**src/rtl/keypad_scan_if.sv**
```systemverilog
// Keypad bus between the scanner and the keypad matrix.
//   row_in    : row lines from the keypad, active-low, pulled up, asynchronous
//   col_out   : column drive, active-low, one bit low at a time
//   key_code  : last accepted key, row_idx*4 + col_idx
//   key_valid : one-clock pulse per accepted press
//   key_down  : high while the accepted key is held
// The master modport is the scanner; the slave modport is the keypad side.
interface keypad_scan_if;
    logic [3:0] row_in;
    logic [3:0] col_out;
    logic [3:0] key_code;
    logic       key_valid;
    logic       key_down;

    modport master (
        input  row_in,
        output col_out,
        output key_code,
        output key_valid,
        output key_down
    );

    modport slave (
        output row_in,
        input  col_out,
        input  key_code,
        input  key_valid,
        input  key_down
    );
endinterface

```
**src/rtl/keypad_scan.sv**
```systemverilog
// 4x4 matrix keypad scanner with debounce and no rollover.
//   clk : system clock, rising edge
//   rst : asynchronous active-high reset
//   kp  : keypad bus (master side), see keypad_scan_if
// One column is driven low per dwell period of SCAN_DIV clocks. Rows are
// examined once per dwell (the "tick"); a press or release must be seen on
// DEBOUNCE_N consecutive ticks before it is accepted.
module keypad_scan #(
    parameter int unsigned SCAN_DIV   = 50000,
    parameter int unsigned DEBOUNCE_N = 4
) (
    input  logic          clk,
    input  logic          rst,
    keypad_scan_if.master kp
);

    localparam int unsigned DWELL_W   = 16;
    localparam int unsigned CNT_W     = 4;
    localparam logic [DWELL_W-1:0] DWELL_LAST = DWELL_W'(SCAN_DIV - 1);
    localparam logic [CNT_W-1:0]   CNT_DONE   = CNT_W'(DEBOUNCE_N);

    typedef enum logic [1:0] {
        S_SCAN,
        S_DEBOUNCE,
        S_HELD,
        S_RELEASE
    } state_e;

    state_e             state_q;
    logic [3:0]         sync1_q;
    logic [3:0]         rows_s_q;
    logic [DWELL_W-1:0] dwell_q;
    logic [CNT_W-1:0]   cnt_q;
    logic [1:0]         col_idx_q;
    logic [1:0]         row_idx_q;
    logic [3:0]         col_out_q;
    logic [3:0]         key_code_q;
    logic               key_valid_q;
    logic               key_down_q;

    logic               tick_c;
    logic               any_low_c;
    logic [1:0]         hit_row_c;
    logic               row_low_c;
    logic [1:0]         col_idx_d;
    logic [3:0]         col_out_d;
    logic [CNT_W-1:0]   cnt_inc_c;

    // Column index to active-low one-hot drive: 0 -> 0111 ... 3 -> 1110
    function automatic logic [3:0] col_decode(input logic [1:0] idx);
        return ~(4'b1000 >> idx);
    endfunction

    // Row synchronizer; idle rows read high
    always_ff @(posedge clk or posedge rst) begin
        if (rst) begin
            sync1_q  <= 4'hF;
            rows_s_q <= 4'hF;
        end else begin
            sync1_q  <= kp.row_in;
            rows_s_q <= sync1_q;
        end
    end

    // Dwell counter; the last count of each dwell is the tick
    always_ff @(posedge clk or posedge rst) begin
        if (rst) begin
            dwell_q <= '0;
        end else if (tick_c) begin
            dwell_q <= '0;
        end else begin
            dwell_q <= dwell_q + DWELL_W'(1);
        end
    end

    // Tick, lowest-index hit row, latched-row level and next column
    always_comb begin
        tick_c    = (dwell_q == DWELL_LAST);
        any_low_c = ~(&rows_s_q);
        hit_row_c = 2'd0;
        for (int i = 3; i >= 0; i--) begin
            if (!rows_s_q[i]) begin
                hit_row_c = 2'(i);
            end
        end
        row_low_c = ~rows_s_q[row_idx_q];
        col_idx_d = col_idx_q + 2'd1;
        col_out_d = col_decode(col_idx_d);
        cnt_inc_c = cnt_q + CNT_W'(1);
    end

    // Scan / debounce state machine with registered outputs
    always_ff @(posedge clk or posedge rst) begin
        if (rst) begin
            state_q     <= S_SCAN;
            cnt_q       <= '0;
            col_idx_q   <= 2'd0;
            row_idx_q   <= 2'd0;
            col_out_q   <= 4'b0111;
            key_code_q  <= 4'd0;
            key_valid_q <= 1'b0;
            key_down_q  <= 1'b0;
        end else begin
            key_valid_q <= 1'b0;
            if (tick_c) begin
                unique case (state_q)
                    S_SCAN: begin
                        if (any_low_c) begin
                            row_idx_q <= hit_row_c;
                            cnt_q     <= CNT_W'(1);
                            if (DEBOUNCE_N == 1) begin
                                state_q     <= S_HELD;
                                key_code_q  <= {hit_row_c, col_idx_q};
                                key_valid_q <= 1'b1;
                                key_down_q  <= 1'b1;
                            end else begin
                                state_q <= S_DEBOUNCE;
                            end
                        end else begin
                            col_idx_q <= col_idx_d;
                            col_out_q <= col_out_d;
                        end
                    end
                    S_DEBOUNCE: begin
                        if (row_low_c) begin
                            cnt_q <= cnt_inc_c;
                            if (cnt_inc_c == CNT_DONE) begin
                                state_q     <= S_HELD;
                                key_code_q  <= {row_idx_q, col_idx_q};
                                key_valid_q <= 1'b1;
                                key_down_q  <= 1'b1;
                            end
                        end else begin
                            // Bounce: drop the candidate and move on
                            cnt_q     <= '0;
                            col_idx_q <= col_idx_d;
                            col_out_q <= col_out_d;
                            state_q   <= S_SCAN;
                        end
                    end
                    S_HELD: begin
                        if (!row_low_c) begin
                            if (DEBOUNCE_N == 1) begin
                                cnt_q      <= '0;
                                key_down_q <= 1'b0;
                                col_idx_q  <= col_idx_d;
                                col_out_q  <= col_out_d;
                                state_q    <= S_SCAN;
                            end else begin
                                cnt_q   <= CNT_W'(1);
                                state_q <= S_RELEASE;
                            end
                        end
                    end
                    S_RELEASE: begin
                        if (!row_low_c) begin
                            cnt_q <= cnt_inc_c;
                            if (cnt_inc_c == CNT_DONE) begin
                                cnt_q      <= '0;
                                key_down_q <= 1'b0;
                                col_idx_q  <= col_idx_d;
                                col_out_q  <= col_out_d;
                                state_q    <= S_SCAN;
                            end
                        end else begin
                            // Key came back: still the same press, no new pulse
                            cnt_q   <= '0;
                            state_q <= S_HELD;
                        end
                    end
                    default: begin
                        state_q <= S_SCAN;
                    end
                endcase
            end
        end
    end

    assign kp.col_out   = col_out_q;
    assign kp.key_code  = key_code_q;
    assign kp.key_valid = key_valid_q;
    assign kp.key_down  = key_down_q;

endmodule

```
**src/flat_wrapper.sv**
```systemverilog
// flat-port wrapper written by rule: the top's interface ports become plain ports
module keypad_scan_flat 
#(
    parameter int unsigned SCAN_DIV   = 50000,
    parameter int unsigned DEBOUNCE_N = 4
)
  (clk, rst, kp_row_in, kp_col_out, kp_key_code, kp_key_valid, kp_key_down);
  keypad_scan_if kp_i ();
  input  logic clk;
  input  logic rst;
  input wire logic [$bits(kp_i.row_in)-1:0] kp_row_in;
  output wire logic [$bits(kp_i.col_out)-1:0] kp_col_out;
  output wire logic [$bits(kp_i.key_code)-1:0] kp_key_code;
  output wire logic [$bits(kp_i.key_valid)-1:0] kp_key_valid;
  output wire logic [$bits(kp_i.key_down)-1:0] kp_key_down;
  assign kp_i.row_in = kp_row_in;
  assign kp_col_out = kp_i.col_out;
  assign kp_key_code = kp_i.key_code;
  assign kp_key_valid = kp_i.key_valid;
  assign kp_key_down = kp_i.key_down;
  keypad_scan #(.SCAN_DIV(SCAN_DIV), .DEBOUNCE_N(DEBOUNCE_N)) u_core (.clk(clk), .rst(rst), .kp(kp_i));
endmodule
```
**config.mk**
```make
export PLATFORM = sky130hd
export DESIGN_NAME = keypad_scan_flat
export DESIGN_NICKNAME = d
export VERILOG_FILES = /design/src/rtl/keypad_scan_if.sv /design/src/rtl/keypad_scan.sv /design/src/flat_wrapper.sv
export SDC_FILE = /design/constraint.sdc
export NUM_CORES = 1
export LEC_CHECK = 0
export CAP_MARGIN = 15
export CORE_ASPECT_RATIO = 1.75
export CORE_MARGIN = 4
export CORE_UTILIZATION = 52
export DETAILED_ROUTE_END_ITERATION = 8
export PLACE_DENSITY = 0.76
export SLEW_MARGIN = 20
export SYNTH_ARGS = -nofsm -noshare
export SYNTH_HDL_FRONTEND = slang
export SYNTH_SLANG_ARGS = --single-unit
```
**constraint.sdc**
```tcl
create_clock -name clk -period 2 [get_ports clk]
set_input_delay 0.3 -clock clk [delete_from_list [all_inputs] [get_ports clk]]
set_output_delay 0.3 -clock clk [all_outputs]
set_load 0.02 [all_outputs]
```
* Yosys cells after proc, flatten, opt, wreduce, memory -nomap -nowiden
Cells that the tools add are included.
Word-level totals: input port bits 6, logic and storage cells 83, output and inout port bits 10, flip-flop bits (word level) 44
Operators by class: bitwise operators 3, shifts and indexed selects 1, reduce and logical (&&, ||, !) cells 10, add/subtract/negate cells 3, order comparisons 1, equality and inequality tests 15, mux-type cells 39
Operators by type and width (number):
- two-way mux 4 bit | 9
- two-way mux 2 bit | 14
- adder 16 x 1 -> 16 bit (second input constant) | 1
- equality test 16 bit (second input constant) | 1
- two-way mux 16 bit | 1
- one-hot mux 4 bit (4 select lines) | 1
- != test 2 x 1 -> 1 bit (second input constant) | 6
- one-hot mux 4 bit (3 select lines) | 1
- AND reduction 6 bit | 2
- two-way mux 1 bit | 9
- one-hot mux 2 bit (4 select lines) | 1
- AND reduction 4 bit | 2
- one-hot mux 2 bit (3 select lines) | 1
- AND reduction 3 bit | 2
- AND reduction 5 bit | 1
- adder 4 x 1 -> 4 bit (second input constant) | 1
- equality test 2 bit (second input constant) | 2
- equality test 4 x 3 -> 1 bit (second input constant) | 1
- != test 2 bit (second input constant) | 2
- inverter 4 bit | 1
- >> shifter 4 x 2 -> 4 bit (first input constant) | 1
- less-than comparator 2 x 3 -> 1 bit (second input constant) | 1
- != test 3 x 1 -> 1 bit (second input constant) | 1
- != test 3 bit (second input constant) | 1
- 8 further kinds | 9

* Depth between registers and ports, before layout
Gate-level depths: netlist (run 1).
word-level depth 6, mapped depth 7, depth with buffers taken out 5

* Least setup slack after synthesis (run 1)
No wires, ideal clock.
kind register -> register, start register u_core.cnt_q[0], end register u_core.col_idx_q[1], cell stages (with the launch flop) 6, path buffers 0, library setup time 125 ps, clock period less this slack 2016 ps, arrival time 1891 ps, data required time 1875 ps, slack -16 ps, cells stage by stage dfrtp_1 ha_1 nand3b_1 o311a_1 a221oi_4 mux2_4
Between the ends: cells in the longest elaborated chain, start to end 4
Ends and longest elaborated chain:
- start: declaration | line keypad_scan.sv:33 | logic [CNT_W-1:0] cnt_q;
- start signal: assignment | line keypad_scan.sv:126 | cnt_q <= cnt_inc_c;
- start signal: assignment | line keypad_scan.sv:157 | cnt_q <= cnt_inc_c;
- adder 4 x 1 -> 4 bit | line keypad_scan.sv:89 | cnt_inc_c = cnt_q + CNT_W'(1);
- equality test 4 x 3 -> 1 bit | line keypad_scan.sv:158 | if (cnt_inc_c == CNT_DONE) begin
- != test 2 x 1 -> 1 bit (no line)
- AND reduction 6 bit (no line)
- end signal: assignment | line keypad_scan.sv:120 | col_idx_q <= col_idx_d;
- end signal: assignment | line keypad_scan.sv:146 | col_idx_q <= col_idx_d;
- end signal: assignment | line keypad_scan.sv:161 | col_idx_q <= col_idx_d;
- end: declaration | line keypad_scan.sv:34 | logic [1:0] col_idx_q;
Every way passes these cells. A chain may end at the register's enable or synchronous reset.

* Worst setup path after layout (run 1)
Ends and elaborated chain as after synthesis.

==> results of run 1 <==
[power breakdown]
group	internal, W	switching [W]	total [W]	leakage [nW]
Clock	0.000279	0.000305	0.000584	0.0434
Combinational	0.0000177	0.0000253	0.0000430	0.488
Sequential	0.000904	0.00000520	0.000909	0.562
Total	0.00120	0.000336	0.00154	1.09
[logic make-up after synthesis]
family,Yosys count,synth area share [%]
buf+inv,18,4.096
xor+xnor,14,5.734
flops,44,52.14
simple gates,70,18.61
fa+ha+maj,7,4.096
compound gates,22,8.134
mux,13,7.197
[stage by stage]
| stage | area [um^2] | setup TNS, ns | utilization [%] | setup WS, ns | std cells |
|---|---|---|---|---|---|
| final | 2526 | 0 | 64.10 | 0.08423 | 266 |
| after global routing | 2526 | -0.007149 | 64.10 | -0.007149 | 266 |
| after CTS | 2505 | 0 | 63.56 | 0.04883 | 266 |
| after detailed placement | 2407 | 0 | 61.08 | 0.07188 | 258 |
| after global placement | 2407 | 0 | 61.08 | 0.1085 | 258 |
| after floorplan | 2138 | -0.01588 | - | -0.01588 | 188 |
[layout make-up]
type | instances | area share (%)
clock buffers | 6 | 3.269
clock inverters | 2 | 0.5944
inverters | 11 | 1.634
multi-input cells | 126 | 37.74
flip-flops and latches | 44 | 44.13
well taps | 48 | 2.377
repair buffers | 29 | 10.25
[worst max-delay path, cell delays in order (launching register included)]
cell and delay (ns):
dfrtp_1 0.40, ha_1 0.24, nand3b_1 0.18, o311a_1 0.36
a221oi_4 0.30, mux2_4 0.32
[worst min-delay path by stage]
stage | end | slack (ns) | cells after the start
floorplan | u_core.sync1_q[0]$_DFF_PP1_ | 0.30 | 0
global placement | u_core.rows_s_q[0]$_DFF_PP1_ | 0.35 | 0
detailed placement | u_core.rows_s_q[1]$_DFF_PP1_ | 0.35 | 0
CTS | u_core.rows_s_q[1]$_DFF_PP1_ | 0.36 | 0
global route | u_core.rows_s_q[0]$_DFF_PP1_ | 0.37 | 0
finish | u_core.rows_s_q[1]$_DFF_PP1_ | 0.36 | 0
[placed cells by master, fill, tap and decap left out, drive strengths merged, types with 2 or more instances in the layout]
| cell type | instances |
|---|---|
| dfrtp | 33 |
| clkdlybuf4s50 | 15 |
| buf | 14 |
| nor2 | 13 |
| nand3 | 12 |
| inv | 11 |
| dfstp | 11 |
| nand2 | 8 |
| nand4 | 8 |
| xnor2 | 7 |
| xor2 | 7 |
| ha | 7 |
| mux2i | 6 |
| clkbuf | 6 |
| mux2 | 6 |
| nor3 | 5 |
| o21ai | 4 |
| a31oi | 4 |
| nand3b | 3 |
| and4 | 3 |
| a21boi | 3 |
| or3 | 3 |
| and3b | 2 |
| nor4b | 2 |
| nor4 | 2 |
| a21oi | 2 |
| nor2b | 2 |
| and2 | 2 |
| o2bb2ai | 2 |
| clkinvlp | 2 |
[state kept, by name, indices dropped and copies added, names as in the netlist, named ones only]
name	count
u_core.state_q	1
u_core.sync1_q	4
u_core.cnt_q	4
u_core.kp.key_code	4
u_core.kp.key_down	1
u_core.dwell_q	16
u_core.kp.key_valid	1
u_core.col_idx_q	2
u_core.kp.col_out	4
u_core.rows_s_q	4
u_core.row_idx_q	2
[layer usage]
metal | vias up | GRT usage (%)
met4 | 0 | 8.119
met3 | 8 | 4.603
met2 | 19 | 32.92
met1 | 739 | 19.11
li1 | 726 | -
met5 | - | 0
[what timing repair did]
item / CTS / global route
hold endpoints to repair: 0 / 0
endpoints found under the setup margin: 0 / 5
resized for setup: 0 / 4
==> summary.md, run 1 <==
| Metric | Value |
|---|---|
| Status | `finished, final reports clean` |
| H-tree levels | `2` |
| Most frequent cell after synthesis | `dfrtp_1` |
| Total power density per cell area | `608.3 nW/um^2` |
| Critical Path End Type | `flop` |
| Initial DRC Count | `56` |
| Final Hold Viols | `0` |
| Area occupied by multi-input gates | `953.4 um^2` |
| Register area share after synthesis | `52.14%` |
| Layout Nets | `230` |
| Relative slew slack | `64.91%` |
| Top Metal Used | `met4` |
| Row count | `30` |
| CP startpoint | `u_core.cnt_q[0]$_DFFE_PP0P_` |
| I/O Pins | `16` |
| Synth Area per Inst | `11.37 um^2` |
| Worst Setup Path Type | `reg -> reg` |
| Worst-path clk slew | `0.09 ns` |
| Die height | `92.83 um` |
| Skew final | `0.007959 ns` |
| Final Max Slew Viols | `0` |
| Gpl congestion | `0.9234` |
| Yosys top cell by area | `dfrtp_1` |
| Req. time, crit path | `2.19 ns` |
| Syn_nets | `201` |
| Reg-to-reg endpoint | `u_core.col_idx_q[1]$_DFFE_PP0P_` |
| Hold Path Class | `reg -> reg` |
| Hpwl dp | `3.131 mm` |
| Clock root cell | `clkbuf_8` |
| Area growth, synth to finish | `18.14%` |
| CTS tree | `yes` |
| Arrival time worst endpoint | `2.11 ns` |
| Routed wire per std cell | `15.65 um` |
| Yosys reg bits | `44` |
| CTS Hold Buffers Added | `0` |
| Yosys warns | `0` |
| Reg2reg setup slack | `0.08 ns` |
| Pin count of the biggest net entering global routing | `45` |
| Number of global-route vias before repair | `1607` |
| Max IR drop VDD | `582.4 uV` |
| Area taken by flip-flops and latches | `1115 um^2` |
| Deepest clock path buffer count | `2` |
| Total Routing Usage GR | `18.13%` |
| Fin Hold WS | `0.3579 ns` |
| Drt first pass iters | `4` |
| I/O Buffers | `15` |
| Post-DRT Antenna Nets | `0` |
| Cell leakage power | `1.094 nW` |
| Ys flop type | `dfrtp_1` |
| Distinct cells, synth | `45` |
| R2R Path Start | `u_core.cnt_q[0]$_DFFE_PP0P_` |
| Wire length on met3 | `102 um` |
| Critical path peak fanout | `4` |
| CP Launch Type | `flop` |
| Initial antenna violation count | `0` |
| First-pass GRT wire length | `7.396 mm` |
| Cell area after synthesis | `2138 um^2` |
| Die ar. | `5243 um^2` |
| ANT cells | `0` |
| Die W | `56.48 um` |
| Total congestion overflow | `0` |
| Clk sinks | `44` |
| RSZ-0062 raised after global routing | `true` |
| Core footprint | `3941 um^2` |
| DR WL met2 | `2.408 mm` |
| Routed WL | `4.162 mm` |
| Share of cells above drive strength 1 | `21.10%` |
| Post-synth EDFFs | `0` |
| Setup Viol. Count Final | `0` |
| Worst-margin pin slew | `0.5263 ns` |
| List of most frequent post-synthesis cells | `dfrtp_1, nand3_1, nor2_1` |
| Post-route DRC | `0` |
| Yosys top cell area share | `38.62%` |
| Peak Freq | `522.0 MHz` |
| Clk_lat worst skew | `0.30 ns` |
| Top post-synthesis cells by area | `dfrtp_1, dfstp_2, ha_1, xnor2_1, xor2_1` |
| Tcrit/Tclk final | `95.79%` |
| DR vias | `1492` |
| Hold path startpoint | `u_core.sync1_q[1]$_DFF_PP1_` |
| Post-CTS setup repair buffer count | `0` |
| Cts bufs inserted | `5` |
| Metal-1 WL | `1.558 mm` |
| FFs w/ async S/R, synth | `100.0%` |
| Via/cell ratio | `5.609` |
| End of the critical path | `u_core.col_idx_q[1]$_DFFE_PP0P_` |
| Crit path time final | `1.916 ns` |
| Fillers | `309` |
| Initial Utilization | `54.25%` |
| Total power | `0.001537 W` |
| Syn Inst Count | `188` |
| Maxcap violations | `0` |
| Cells on worst reg2reg path | `5` |
No activity file was read; power rests on OpenSTA's default activity.
==> run 2, diff against run 1 <==
- CORE_MARGIN: 4 -> 2
- CORE_UTILIZATION: 52 -> 56
- DONT_BUFFER_PORTS: not set -> 1
- PLACE_DENSITY: 0.76 -> 0.75
==> run 2 against run 1 <==
Against the previous run: global-route usage up 5.0 points; non-clock buffer count down 9; clock skew down 0.0037 ns; largest power group unchanged; die area down 17%; critical path type unchanged; critical endpoint is now u_core.kp.col_out[1]$_DFFE_PP1P_; first-iteration DRC count down 45%; sequential power about the same.
==> summary.md, run 2 (same netlist as run 1, synthesis figures left out) <==
| Metric | Value |
|---|---|
| Status | `finished, final reports clean` |
| Core footprint | `3628 um^2` |
| Setup Viol. Count Final | `0` |
| CP max-delay cell | `dfrtp_1` |
| Worst-margin pin slew | `0.5282 ns` |
| Layout Nets | `221` |
| Routed wire per std cell | `17.29 um` |
| Clock root cell | `clkbuf_8` |
| Fin Hold WS | `0.02724 ns` |
| Deepest clock path buffer count | `2` |
| Maxcap violations | `0` |
| Req. time, crit path | `2.21 ns` |
| Fillers | `283` |
| Area growth, synth to finish | `15.56%` |
| Die W | `50.71 um` |
| RSZ-0062 raised after global routing | `true` |
| Setup slack after layout | `0.03658 ns` |
| Skew final | `0.004283 ns` |
| Initial antenna violation count | `0` |
| I/O Buffers | `0` |
| Tcrit/Tclk final | `98.17%` |
| Initial DRC Count | `31` |
| Max reg flops | `16` |
| CP Launch Type | `flop` |
| Gpl congestion | `0.9263` |
| Die height | `85.75 um` |
| Hold Path Class | `in -> async` |
| Crit path time final | `1.963 ns` |
| Worst Setup Path Type | `reg -> reg` |
| Delay-heaviest family, CP | `compound AO/OA/AOI/OAI gates` |
| First-pass GRT wire length | `7.438 mm` |
| Arrival time worst endpoint | `2.18 ns` |
| Critical path peak fanout | `5` |
| Routed WL | `4.410 mm` |
| Final Max Slew Viols | `0` |
| Max IR drop VDD | `621.9 uV` |
| DP Worst Slack | `0.03362 ns` |
| Worst-path clk slew | `0.08 ns` |
| ANT cells | `0` |
| Final Hold Viols | `0` |
| Hpwl dp | `3.184 mm` |
| I/O Pins | `16` |
| Die ar. | `4348 um^2` |
| Clk sinks | `44` |
| Post-route DRC | `0` |
| Reg2reg setup slack | `0.04 ns` |
| Row count | `29` |
| Cell leakage power | `1.079 nW` |
| Stages on worst setup path | `6` |
| Share of cells above drive strength 1 | `24.40%` |
| Cells on worst reg2reg path | `6` |
| CTS tree | `yes` |
| DR vias | `1501` |
| Reg with most FFs | `u_core.dwell_q` |
| Drt first pass iters | `5` |
| Via/cell ratio | `5.886` |
| Relative slew slack | `64.78%` |
| Total power density per cell area | `655.0 nW/um^2` |
| Crit-path cells | `ha_2 -> nand3b_1 -> o311a_4 -> a221oi_4 -> buf_6 -> mux2i_1` |
| Critical Path End Type | `flop` |
| Number of global-route vias before repair | `1593` |
| Most frequent cells in the layout | `dfrtp_1, buf_4, nor2_1, nand3_1` |
| Total congestion overflow | `0` |
| Max incr delay on CP | `0.41 ns` |
| Pin count of the biggest net entering global routing | `45` |
| Commonest non-fill, non-tap cell in the layout | `dfrtp_1` |
| Peak Freq | `509.3 MHz` |
| Post-DRT Antenna Nets | `0` |
| Initial Utilization | `58.93%` |
| Total Routing Usage GR | `23.08%` |
| H-tree levels | `2` |
| Cts bufs inserted | `5` |
| Clk_lat worst skew | `0.29 ns` |
| Buf+Inv Stages, Crit Path | `1` |
## run 2: cell types whose count changed in the layout (fill, tap and decap cells not counted), sizes merged
cell	delta
clkinv	+1
buf	+2
clkbuf	-1
bufinv	+1
clkinvlp	-1
dlygate4sd3	+4
clkdlybuf4s50	-15
## run 2: worst paths after layout
| kind | from | endpoint |
|---|---|---|
| worst max-delay path | u_core.cnt_q[0]$_DFFE_PP0P_ | u_core.kp.col_out[1]$_DFFE_PP1P_ |
| worst min-delay path | rst | asynchronous set/reset pin |
| worst max register to register | u_core.cnt_q[0]$_DFFE_PP0P_ | u_core.kp.col_out[1]$_DFFE_PP1P_ |
| worst min register to register | u_core.sync1_q[0]$_DFF_PP1_ | u_core.rows_s_q[0]$_DFF_PP1_ |
| max in group asynchronous | rst | u_core.kp.col_out[0]$_DFFE_PP1P_ |
| min in group clk | u_core.sync1_q[0]$_DFF_PP1_ | u_core.rows_s_q[0]$_DFF_PP1_ |
## run 2: cell type report
type / instances / area [um^2] / share of cell area, %
clock inverters: 3 / 42.54 / 1.722
well taps: 46 / 57.56 / 2.329
flip-flops and latches: 44 / 1115 / 45.11
clock buffers: 5 / 68.82 / 2.785
multi-input cells: 126 / 978.4 / 39.59
inverters: 11 / 41.29 / 1.671
repair buffers: 20 / 167.7 / 6.785
## run 2: what timing repair did
| action | 4_1_cts | 5_1_grt |
|---|---|---|
| endpoints found under the setup margin | 0 | 16 |
| hold buffers | 4 | 0 |
| buffers inserted | 0 | 1 |
| gates resized for setup | 0 | 9 |
| hold endpoints to repair | 4 | 0 |
## run 2: stage by stage
stage,util (%),area (um^2),setup TNS [ns],total power (W),std cells
3_3_place_gp,62.34,2262,0,0.0009576,242
3_5_place_dp,62.34,2262,0,0.0009605,242
6_report,68.10,2471,0,0.001619,255
5_1_grt,68.10,2471,-0.05862,0.001680,255
4_1_cts,66.52,2414,0,0.001634,254
2_1_floorplan,-,2138,-0.01588,0.0009499,188
## run 2: power by group
part | leakage, nW | total (W) | internal, W | switching [W]
combinational | 0.463 | 0.0000401 | 0.0000141 | 0.0000260
clock | 0.0541 | 0.000669 | 0.000369 | 0.000300
sequential | 0.562 | 0.000909 | 0.000904 | 0.00000523
total | 1.08 | 0.00162 | 0.00129 | 0.000331
## run 2: metal layers
layer  wire, um  part of all wire [%]  global-route usage [%]
met5          0                     0                       0
met4        156                   3.5                   11.06
met3        118                   2.7                   4.530
met2       2527                    57                   41.75
met1       1608                    36                   25.12
